`src/rtl/mem_loader_pkg.sv`:
```
// Shared encodings for the program-image loader: FSM states, bus widths and
// the byte-count to write-strobe table used for the final partial word.
package mem_loader_pkg;

  localparam int ADDR_W = 32;
  localparam int DATA_W = 32;
  localparam int STRB_W = 4;

  localparam logic [2:0] S_IDLE    = 3'd0;
  localparam logic [2:0] S_COLLECT = 3'd1;
  localparam logic [2:0] S_WRITE   = 3'd2;
  localparam logic [2:0] S_GAP     = 3'd3;
  localparam logic [2:0] S_FINISH  = 3'd4;

  localparam logic [STRB_W-1:0] WSTRB_FULL = 4'b1111;

  // Lanes are filled from byte 0 upward, so a word holding n bytes enables the low n lanes.
  function automatic logic [STRB_W-1:0] strobe_for(input logic [2:0] count);
    case (count)
      3'd1:    return 4'b0001;
      3'd2:    return 4'b0011;
      3'd3:    return 4'b0111;
      3'd4:    return WSTRB_FULL;
      default: return 4'b0000;
    endcase
  endfunction

endpackage

```
`src/rtl/mem_loader_if.sv`:
```
// Control, byte-stream and picorv32-style memory bus signals of the loader.
// The loader takes the master view; whatever surrounds it takes the slave view.
interface mem_loader_if #(parameter int LEN_W = 16);
  import mem_loader_pkg::*;

  logic              start;
  logic [ADDR_W-1:0] base_addr;
  logic [LEN_W-1:0]  byte_len;
  logic              busy;
  logic              done;
  logic              error;

  logic              in_valid;
  logic [7:0]        in_data;
  logic              in_ready;

  logic              mem_valid;
  logic              mem_ready;
  logic              mem_instr;
  logic [STRB_W-1:0] mem_wstrb;
  logic [DATA_W-1:0] mem_wdata;
  logic [ADDR_W-1:0] mem_addr;

  modport master (
    input  start, base_addr, byte_len, in_valid, in_data, mem_ready,
    output busy, done, error, in_ready, mem_valid, mem_instr, mem_wstrb, mem_wdata, mem_addr
  );

  modport slave (
    output start, base_addr, byte_len, in_valid, in_data, mem_ready,
    input  busy, done, error, in_ready, mem_valid, mem_instr, mem_wstrb, mem_wdata, mem_addr
  );

endinterface

```
`src/rtl/mem_loader_byte_packer.sv`:
```
// Packs accepted bytes little-endian into one 32-bit word and reports how many
// lanes are filled, together with the matching write strobe.
module mem_loader_byte_packer
  import mem_loader_pkg::*;
(
  input  logic              clk,
  input  logic              reset,
  input  logic              i_clear,
  input  logic              i_push,
  input  logic [7:0]        i_byte,
  output logic [DATA_W-1:0] o_wdata,
  output logic [STRB_W-1:0] o_wstrb,
  output logic [2:0]        o_count
);

  logic [DATA_W-1:0] r_data;
  logic [2:0]        r_count;
  logic [DATA_W-1:0] w_shifted;

  assign w_shifted = DATA_W'(i_byte) << {r_count[1:0], 3'b000};

  // Lanes start at zero, so merging by OR leaves unused lanes of a partial word cleared.
  always_ff @(posedge clk) begin
    if (reset || i_clear) begin
      r_data  <= '0;
      r_count <= '0;
    end else if (i_push && (r_count < 3'd4)) begin
      r_data  <= r_data | w_shifted;
      r_count <= r_count + 3'd1;
    end
  end

  assign o_wdata = r_data;
  assign o_wstrb = strobe_for(r_count);
  assign o_count = r_count;

endmodule

```
`src/rtl/mem_loader.sv`:
```
// Streams bytes into memory as little-endian words over the picorv32 native bus,
// owning the memory port while a program image is being loaded.
module mem_loader
  import mem_loader_pkg::*;
#(
  parameter int LEN_W          = 16,
  parameter int TIMEOUT_CYCLES = 1024
) (
  input logic        clk,
  input logic        reset,
  mem_loader_if.master bus
);

  localparam int TMR_W = $clog2(TIMEOUT_CYCLES) + 1;

  logic [2:0]        r_state;
  logic [ADDR_W-1:0] r_addr;
  logic [LEN_W-1:0]  r_remain;
  logic [TMR_W-1:0]  r_timer;
  logic              r_error;

  logic              w_accept;
  logic              w_word_ready;
  logic              w_clear;
  logic [2:0]        w_count;
  logic [DATA_W-1:0] w_wdata;
  logic [STRB_W-1:0] w_wstrb;

  assign w_accept     = (r_state == S_COLLECT) && bus.in_valid;
  assign w_word_ready = w_accept && ((w_count == 3'd3) || (r_remain == LEN_W'(1)));
  assign w_clear      = (r_state == S_IDLE) || (r_state == S_GAP);

  mem_loader_byte_packer u_packer (
    .clk     (clk),
    .reset   (reset),
    .i_clear (w_clear),
    .i_push  (w_accept),
    .i_byte  (bus.in_data),
    .o_wdata (w_wdata),
    .o_wstrb (w_wstrb),
    .o_count (w_count)
  );

  // A write that sees mem_ready on its last allowed cycle still completes rather than aborting.
  always_ff @(posedge clk) begin
    if (reset) begin
      r_state  <= S_IDLE;
      r_addr   <= '0;
      r_remain <= '0;
      r_timer  <= '0;
      r_error  <= 1'b0;
    end else begin
      case (r_state)
        S_IDLE: begin
          if (bus.start) begin
            r_addr   <= {bus.base_addr[ADDR_W-1:2], 2'b00};
            r_remain <= bus.byte_len;
            r_error  <= 1'b0;
            r_state  <= (bus.byte_len == '0) ? S_FINISH : S_COLLECT;
          end
        end
        S_COLLECT: begin
          if (w_accept) begin
            if (r_remain != '0) r_remain <= r_remain - LEN_W'(1);
            if (w_word_ready) begin
              r_timer <= '0;
              r_state <= S_WRITE;
            end
          end
        end
        S_WRITE: begin
          if (bus.mem_ready) begin
            r_state <= S_GAP;
          end else if (r_timer == TMR_W'(TIMEOUT_CYCLES - 1)) begin
            r_error <= 1'b1;
            r_state <= S_FINISH;
          end else begin
            r_timer <= r_timer + TMR_W'(1);
          end
        end
        S_GAP: begin
          r_addr  <= r_addr + 32'd4;
          r_state <= (r_remain != '0) ? S_COLLECT : S_FINISH;
        end
        S_FINISH: r_state <= S_IDLE;
        default:  r_state <= S_IDLE;
      endcase
    end
  end

  assign bus.busy      = (r_state == S_COLLECT) || (r_state == S_WRITE) || (r_state == S_GAP);
  assign bus.done      = (r_state == S_FINISH);
  assign bus.error     = r_error;
  assign bus.in_ready  = (r_state == S_COLLECT);
  assign bus.mem_valid = (r_state == S_WRITE);
  assign bus.mem_instr = 1'b0;
  assign bus.mem_wstrb = (r_state == S_WRITE) ? w_wstrb : '0;
  assign bus.mem_wdata = w_wdata;
  assign bus.mem_addr  = r_addr;

endmodule
```
`src/flat_wrapper.sv`:
```
// flat-port wrapper written by rule: the top's interface ports become plain ports
module mem_loader_flat import mem_loader_pkg::*;
#(
  parameter int LEN_W          = 16,
  parameter int TIMEOUT_CYCLES = 1024
)
  (clk, reset, bus_start, bus_base_addr, bus_byte_len, bus_in_valid, bus_in_data, bus_mem_ready, bus_busy, bus_done, bus_error, bus_in_ready, bus_mem_valid, bus_mem_instr, bus_mem_wstrb, bus_mem_wdata, bus_mem_addr);
  mem_loader_if #(.LEN_W(LEN_W)) bus_i ();
  input logic clk;
  input logic reset;
  input wire logic [$bits(bus_i.start)-1:0] bus_start;
  input wire logic [$bits(bus_i.base_addr)-1:0] bus_base_addr;
  input wire logic [$bits(bus_i.byte_len)-1:0] bus_byte_len;
  input wire logic [$bits(bus_i.in_valid)-1:0] bus_in_valid;
  input wire logic [$bits(bus_i.in_data)-1:0] bus_in_data;
  input wire logic [$bits(bus_i.mem_ready)-1:0] bus_mem_ready;
  output wire logic [$bits(bus_i.busy)-1:0] bus_busy;
  output wire logic [$bits(bus_i.done)-1:0] bus_done;
  output wire logic [$bits(bus_i.error)-1:0] bus_error;
  output wire logic [$bits(bus_i.in_ready)-1:0] bus_in_ready;
  output wire logic [$bits(bus_i.mem_valid)-1:0] bus_mem_valid;
  output wire logic [$bits(bus_i.mem_instr)-1:0] bus_mem_instr;
  output wire logic [$bits(bus_i.mem_wstrb)-1:0] bus_mem_wstrb;
  output wire logic [$bits(bus_i.mem_wdata)-1:0] bus_mem_wdata;
  output wire logic [$bits(bus_i.mem_addr)-1:0] bus_mem_addr;
  assign bus_i.start = bus_start;
  assign bus_i.base_addr = bus_base_addr;
  assign bus_i.byte_len = bus_byte_len;
  assign bus_i.in_valid = bus_in_valid;
  assign bus_i.in_data = bus_in_data;
  assign bus_i.mem_ready = bus_mem_ready;
  assign bus_busy = bus_i.busy;
  assign bus_done = bus_i.done;
  assign bus_error = bus_i.error;
  assign bus_in_ready = bus_i.in_ready;
  assign bus_mem_valid = bus_i.mem_valid;
  assign bus_mem_instr = bus_i.mem_instr;
  assign bus_mem_wstrb = bus_i.mem_wstrb;
  assign bus_mem_wdata = bus_i.mem_wdata;
  assign bus_mem_addr = bus_i.mem_addr;
  mem_loader #(.LEN_W(LEN_W), .TIMEOUT_CYCLES(TIMEOUT_CYCLES)) u_core (.clk(clk), .reset(reset), .bus(bus_i));
endmodule
```
`config.mk`:
```
export PLATFORM = sky130hd
export DESIGN_NAME = mem_loader_flat
export DESIGN_NICKNAME = d
export VERILOG_FILES = /design/src/rtl/mem_loader_pkg.sv /design/src/rtl/mem_loader_if.sv /design/src/rtl/mem_loader_byte_packer.sv /design/src/rtl/mem_loader.sv /design/src/flat_wrapper.sv
export SDC_FILE = /design/constraint.sdc
export NUM_CORES = 1
export LEC_CHECK = 0
export BUFFER_PORTS_ARGS = -buffer_cell sky130_fd_sc_hd__buf_4
export CORE_MARGIN = 3
export CORE_UTILIZATION = 40
export CTS_CLUSTER_SIZE = 30
export DETAILED_ROUTE_END_ITERATION = 10
export HOLD_SLACK_MARGIN = 0.12
export MAX_ROUTING_LAYER = met4
export PLACE_DENSITY = 0.7
export SETUP_SLACK_MARGIN = 0.05
export SYNTH_ARGS = -nofsm -noshare
export SYNTH_HDL_FRONTEND = slang
export SYNTH_SLANG_ARGS = --single-unit
```
`constraint.sdc`:
```
create_clock -name clk -period 2.7 [get_ports clk]
set_input_delay 0.675 -clock clk [delete_from_list [all_inputs] [get_ports clk]]
set_output_delay 0.675 -clock clk [all_outputs]
set_load 0.1 [all_outputs]
```
==> results_dict.tcl, run 1 <==
set metrics [dict create \
    status "complete, no violations" \
    seq_area_frac_synth 0.3864 \
    synthCells 624 \
    synth_flop_cell "dfxtp_1" \
    num_vias 5161 \
    finalWirelength_mm 14.47 \
    post_cts_buffers 0 \
    cts_sinks 96 \
    fmax_mhz 393.1 \
    cts_buffer_depth 2 \
    setup.worst_path.class "register to primary output" \
    gp_congestion 0.9191 \
    synth_area_sq_mm 0.004974 \
    period_share 0.9421 \
    period_needed_ps 2544 \
    initial_core_util 0.4123 \
    grt_pass1_wl_mm 23.60 \
    fin_skew_ps 9.466 \
    first_global_vias 4839 \
    ctsResizeCount 3 \
    slowest_stage "dfxtp_2" \
    drt-pass1-iter-count 5 \
    grt_start_max_net_pins 41 \
    final_max_slew_viol_count 0 \
    io_pins 135 \
    worstPathRequired_ps 2030 \
    clk_latency_ps 350 \
    power-per-cell-area_mw_per_mm2 887.1 \
    antenna_found_initial 0 \
    drive_gt1_frac 0.2755 \
    synth_edf_count 0 \
    timing.critical_path.from_type "register" \
    hp-class "register to register" \
    path_delay_family "compound AO/OA/AOI/OAI gates" \
    die_y_um 117.5 \
    critPathMaxFanout 6 \
    grt_use_total 0.2082 \
    nFillCells 1123 \
    p_total_uw 5695 \
    cts_root_buf "clkbuf_16" \
    via_per_inst 5.659 \
    ys_ff_latch 96 \
    p_leak_uw 0.002412 \
    overflow 0 \
    path_common_cell "a21o_4" \
    ctsHoldBuffers 0 \
    setup_viol 0 \
    worstPathArrival_ps 1870 \
    placed_cell_area_sq_mm 0.006125 \
    syn_avg_cell_area_sq_um 7.970 \
    core_area_sq_mm 0.01206 \
    area_growth_pct 29.08 \
    hold_violations 0 \
    fin_area_sq_mm 0.006420 \
    htree_levels 3 \
    drv_cap 0 \
    wl_per_cell_um 15.87 \
    tightest_slew_ps 880.2 \
    relSlewSlack 0.4111 \
    slowest_delay_ps 410 \
    path_cells "inv_1, ha_1, nand2_1, a21oi_4, a21o_4, a21o_4, buf_6" \
    rows 40 \
    postRouteAntennaNets 0 \
    rsz0062_at_grt "no" \
    numCtsBuffers 9 \
    setup-tns-final_ps 0 \
    dieArea_sq_mm 0.01381 \
    crit_buf_inv 2 \
    drcViolationCount 0 \
    drtIter0Drc 566 \
    clk_pin_slew_ps 70 \
    cts_tree "built" \
    portBuffers 129 \
    synth-async-reset-ratio 0 \
    yosys.cell_types.count 69 \
    hpwl_mm 10.29 \
    worst_setup_path_end_kind "primary output" \
    finalNetCount 809 \
    dieWidth_um 117.5 \
    vdd_ir_drop_max_uv 418.1 \
    yosysWarnings 0 \
    antenna_cells 0 \
]
-- through the flow --
step / cells / utilization / worst slack, ps / hold slack (ps)
finish: 912 / 0.5323 / 156.3 / 476.6
global route: 912 / 0.5323 / 69.59 / 506.3
CTS: 912 / 0.5321 / 102.3 / 477.6
detailed placement: 896 / 0.5078 / 313.4 / 458.8
global placement: 896 / 0.5078 / 378.6 / 449.0
floorplan: 626 / - / -179.0 / 457.9
-- final timing paths --
check	startpoint	to	slack, ps	cells past startpoint
max	u_core.u_packer.o_count[0]	bus_mem_wstrb[0]	160	7
min	u_core.u_packer.o_wdata[6]	u_core.u_packer.o_wdata[6]	480	2
min reg2reg	u_core.u_packer.o_wdata[6]	u_core.u_packer.o_wdata[6]	480	2
max reg2reg	u_core.r_remain[0]	u_core.r_remain[12]	310	7
-- power breakdown --
| part | internal [uW] | switching, uW | total [uW] |
|---|---|---|---|
| clock network | 641 | 597 | 1240 |
| logic | 748 | 1820 | 2560 |
| registers | 1620 | 279 | 1890 |
| total | 3000 | 2690 | 5700 |
-- cell usage after synthesis (5+ instances only) --
master	n	area share
dfxtp_1	96	0.39
a21oi_1	80	0.081
nor2_1	74	0.056
nand2_1	43	0.032
clkbuf_1	31	0.023
nor3_1	23	0.023
a31oi_1	19	0.024
nor4_1	19	0.024
nand3_1	17	0.017
nand4_1	16	0.020
nand2b_1	13	0.016
o21ai_1	13	0.013
inv_1	12	0.0091
or4_1	11	0.017
a21o_1	9	0.014
ha_1	9	0.023
o21ai_0	9	0.0091
a22oi_1	8	0.012
or2_2	8	0.010
a21oi_2	7	0.012
o211ai_1	7	0.011
and4_1	6	0.011
buf_4	5	0.0075
-- per-layer routing --
metal	routed length [um]	global-route usage	vias to the layer above
met3	1023	0.06391	19
met5	0	-	-
met4	177	0.05201	0
met2	6891	0.3378	179
met1	6378	0.2547	2428
li1	-	-	2535
-- kinds of logic after synthesis --
| group | synth area share |
|---|---|
| other | 0.0007540 |
| DFF | 0.3864 |
| and+or+nand+nor | 0.2848 |
| buffers and inverters | 0.05082 |
| xor gates and xnor gates | 0.003523 |
| muxes | 0.006541 |
| adders and majority gates | 0.02264 |
| AOI/OAI and AO/OA | 0.2445 |
-- sequential cells by signal (all words and copies together), names as in the netlist --
signal,cells
u_core.r_state,3
u_core.r_timer,11
u_core.u_packer.o_wdata,32
u_core.r_remain,16
u_core.bus.error,1
u_core.u_packer.o_count,3
u_core.bus.mem_addr,30
-- layout by cell type (no fill, tap or decap), types with 4 or more instances in the layout --
master	Yosys	routed
nand4_1	16	16
a21oi_2	7	7
nand2b_1	13	13
clkbuf_16	0	9
dfxtp_2	0	7
a311oi_1	4	4
nor3b_1	4	4
buf_4	5	144
nor4_1	19	19
ha_1	9	9
a31oi_1	19	19
nor2_1	74	72
a211oi_1	4	4
nor3_1	23	23
a21o_1	9	7
and4_1	6	6
a21oi_1	80	79
o21a_1	4	4
o21ai_0	9	9
o21ai_1	13	12
o211ai_1	7	7
a22oi_1	8	8
or2_2	8	8
clkinv_4	0	4
nand3_1	17	17
dfxtp_1	96	89
inv_1	12	12
nand3b_1	4	4
nor4_2	4	4
nand2_1	43	43
or4_1	11	11
-- final cells by class --
| type | count | area [sq um] | share of cell area |
|---|---|---|---|
| inverters | 14 | 52.55 | 0.008186 |
| clock inverters | 7 | 61.31 | 0.009550 |
| clock buffers | 9 | 225.2 | 0.03508 |
| repair buffers | 145 | 1092 | 0.1701 |
| multi-input cells | 473 | 2848 | 0.4436 |
| flip-flops and latches | 96 | 1931 | 0.3007 |
| well taps | 168 | 210.2 | 0.03274 |
-- worst register-to-register path, delay by kind of cell, from the launching register on --
family                   cells  cell delay, ps
buffers and inverters        1              80
AND/OR/NAND/NOR              3            1130
AO/OA/AOI/OAI                2             490
adder cells (fa/ha/maj)      1             180
flip-flops                   1             380
No activity file was read; power rests on OpenSTA's default activity.
==> run 2, diff against run 1 <==
--- a/config.mk
+++ b/config.mk
@@ -5,13 +5,13 @@
 export SDC_FILE = /design/constraint.sdc
 export NUM_CORES = 1
 export LEC_CHECK = 0
+export ABC_CLOCK_PERIOD_IN_PS = 2700
 export BUFFER_PORTS_ARGS = -buffer_cell sky130_fd_sc_hd__buf_4
 export CORE_MARGIN = 3
 export CORE_UTILIZATION = 40
 export CTS_CLUSTER_SIZE = 30
 export DETAILED_ROUTE_END_ITERATION = 10
 export HOLD_SLACK_MARGIN = 0.12
-export MAX_ROUTING_LAYER = met4
 export PLACE_DENSITY = 0.7
 export SETUP_SLACK_MARGIN = 0.05
 export SYNTH_ARGS = -nofsm -noshare
==> results_dict.tcl, run 2 (synthesis gave the netlist of run 1 again) <==
set metrics [dict create \
    clk_pin_slew_ps 70 \
    drive_gt1_frac 0.2755 \
    via_per_inst 5.600 \
    gp_congestion 0.9036 \
    finalNetCount 809 \
    power-per-cell-area_mw_per_mm2 887.0 \
    critPathMaxFanout 6 \
    core_area_sq_mm 0.01206 \
    fmax_mhz 393.6 \
    holdWs_ps 473.7 \
    relSlewSlack 0.3904 \
    cts_buffer_depth 2 \
    io_pins 135 \
    placed_cell_area_sq_mm 0.006125 \
    vdd_ir_drop_max_uv 420.4 \
    post_cts_buffers 0 \
    wl_per_cell_um 15.79 \
    numCtsBuffers 9 \
    overflow 0 \
    largest_reg_flops 32 \
    status "complete, no violations" \
    rsz0062_at_grt "no" \
    drtIter0Drc 621 \
    cts_tree "built" \
    worstPathRequired_ps 2030 \
    antenna_cells 0 \
    die_y_um 117.5 \
    grt_pass1_wl_mm 23.56 \
    period_share 0.9410 \
    grt_use_total 0.2020 \
    mostFrequentLayoutCell "buf_4" \
    final_max_slew_viol_count 0 \
    postRouteAntennaNets 0 \
    cts_root_buf "clkbuf_16" \
    slowest_delay_ps 410 \
    path_common_cell "a21o_4" \
    slowest_stage "dfxtp_2" \
    rows 40 \
    timing.critical_path.from_type "register" \
    worstPathArrival_ps 1870 \
    pre_cts_ws_ps 313.4 \
    worst_setup_path_end_kind "primary output" \
    fin_area_sq_mm 0.006420 \
    fin_skew_ps 9.190 \
    postLayoutCoreUtil 0.5323 \
    antenna_found_initial 0 \
    portBuffers 129 \
    dieArea_sq_mm 0.01381 \
    setup-tns-final_ps 0 \
    setup_viol 0 \
    period_needed_ps 2541 \
    dieWidth_um 117.5 \
    grt_start_max_net_pins 41 \
    drv_cap 0 \
    drcViolationCount 0 \
    initial_core_util 0.4123 \
    fin_ws_ps 159.2 \
    final_cell_mix "buf_4 (144), dfxtp_1 (89), a21oi_1 (79)" \
    num_vias 5107 \
    finalWirelength_mm 14.40 \
    p_leak_uw 0.002412 \
    path_cells "inv_1, ha_1, nand2_1, a21oi_4, a21o_4, a21o_4, buf_6" \
    htree_levels 3 \
    clk_latency_ps 350 \
    first_global_vias 4838 \
    hpwl_mm 10.29 \
    area_growth_pct 29.08 \
    tightest_slew_ps 911.0 \
    setup.worst_path.class "register to primary output" \
    cts_sinks 96 \
    drt-pass1-iter-count 4 \
    ctsHoldBuffers 0 \
    hp-class "register to register" \
    hold_violations 0 \
]
## run 2: cell counts in the layout (fill, tap and decap cells not counted)
Identical to the previous run, type by type.
## run 2: final cells by class
cell class / count / area (sq um)
clock buffer: 9 / 225.2
clock inverter: 7 / 61.31
fill: 1123 / 5642
inverter: 14 / 52.55
multi-input combinational: 473 / 2848
sequential: 96 / 1931
tap: 168 / 210.2
timing repair buffer: 145 / 1092
## run 2: metal layers
layer  global-route usage  wire, um  vias to the layer above
li1                     -         -                     2527
met4              0.05201       191                        0
met1               0.2481      6276                     2406
met5                    0         0                        -
met2               0.3367      6933                      155
met3              0.07400       995                       19
## run 2: critical path, delay by kind of cell (launching register included)
kind / cells / cell delay (ps)
DFF: 1 / 410
buffers and inverters: 2 / 300
and+or+nand+nor: 1 / 140
AOI/OAI and AO/OA: 3 / 440
adders and majority gates: 1 / 220
## run 2: where the power goes
part	total (uW)	leakage (uW)	internal (uW)	switching, uW
Sequential	1890	0.000784	1620	278
Clock	1240	0.000141	641	598
Combinational	2560	0.00149	748	1810
Total	5690	0.00241	3000	2690
## run 2: path summary, 6_finish.rpt
kind | start | endpoint | slack (ps) | depth (start not counted)
worst max register to register | u_core.r_remain[0] | u_core.r_remain[12] | 300 | 7
worst min register to register | u_core.u_packer.o_wdata[6] | u_core.u_packer.o_wdata[6] | 470 | 2
worst max-delay path | u_core.u_packer.o_count[0] | bus_mem_wstrb[0] | 160 | 7
worst min-delay path | u_core.u_packer.o_wdata[6] | u_core.u_packer.o_wdata[6] | 470 | 2
## run 2: what timing repair did
item                       in CTS  in global routing
hold endpoints to repair        0                  0
cloned                          0                  0
setup endpoints to repair       1                  1
resized for setup               3                  1
## run 2: metrics by stage
step	instances	power, uW
global route	912	6017
CTS	912	5730
global placement	896	4403
finish	912	5694
detailed placement	896	4466
floorplan	626	3895
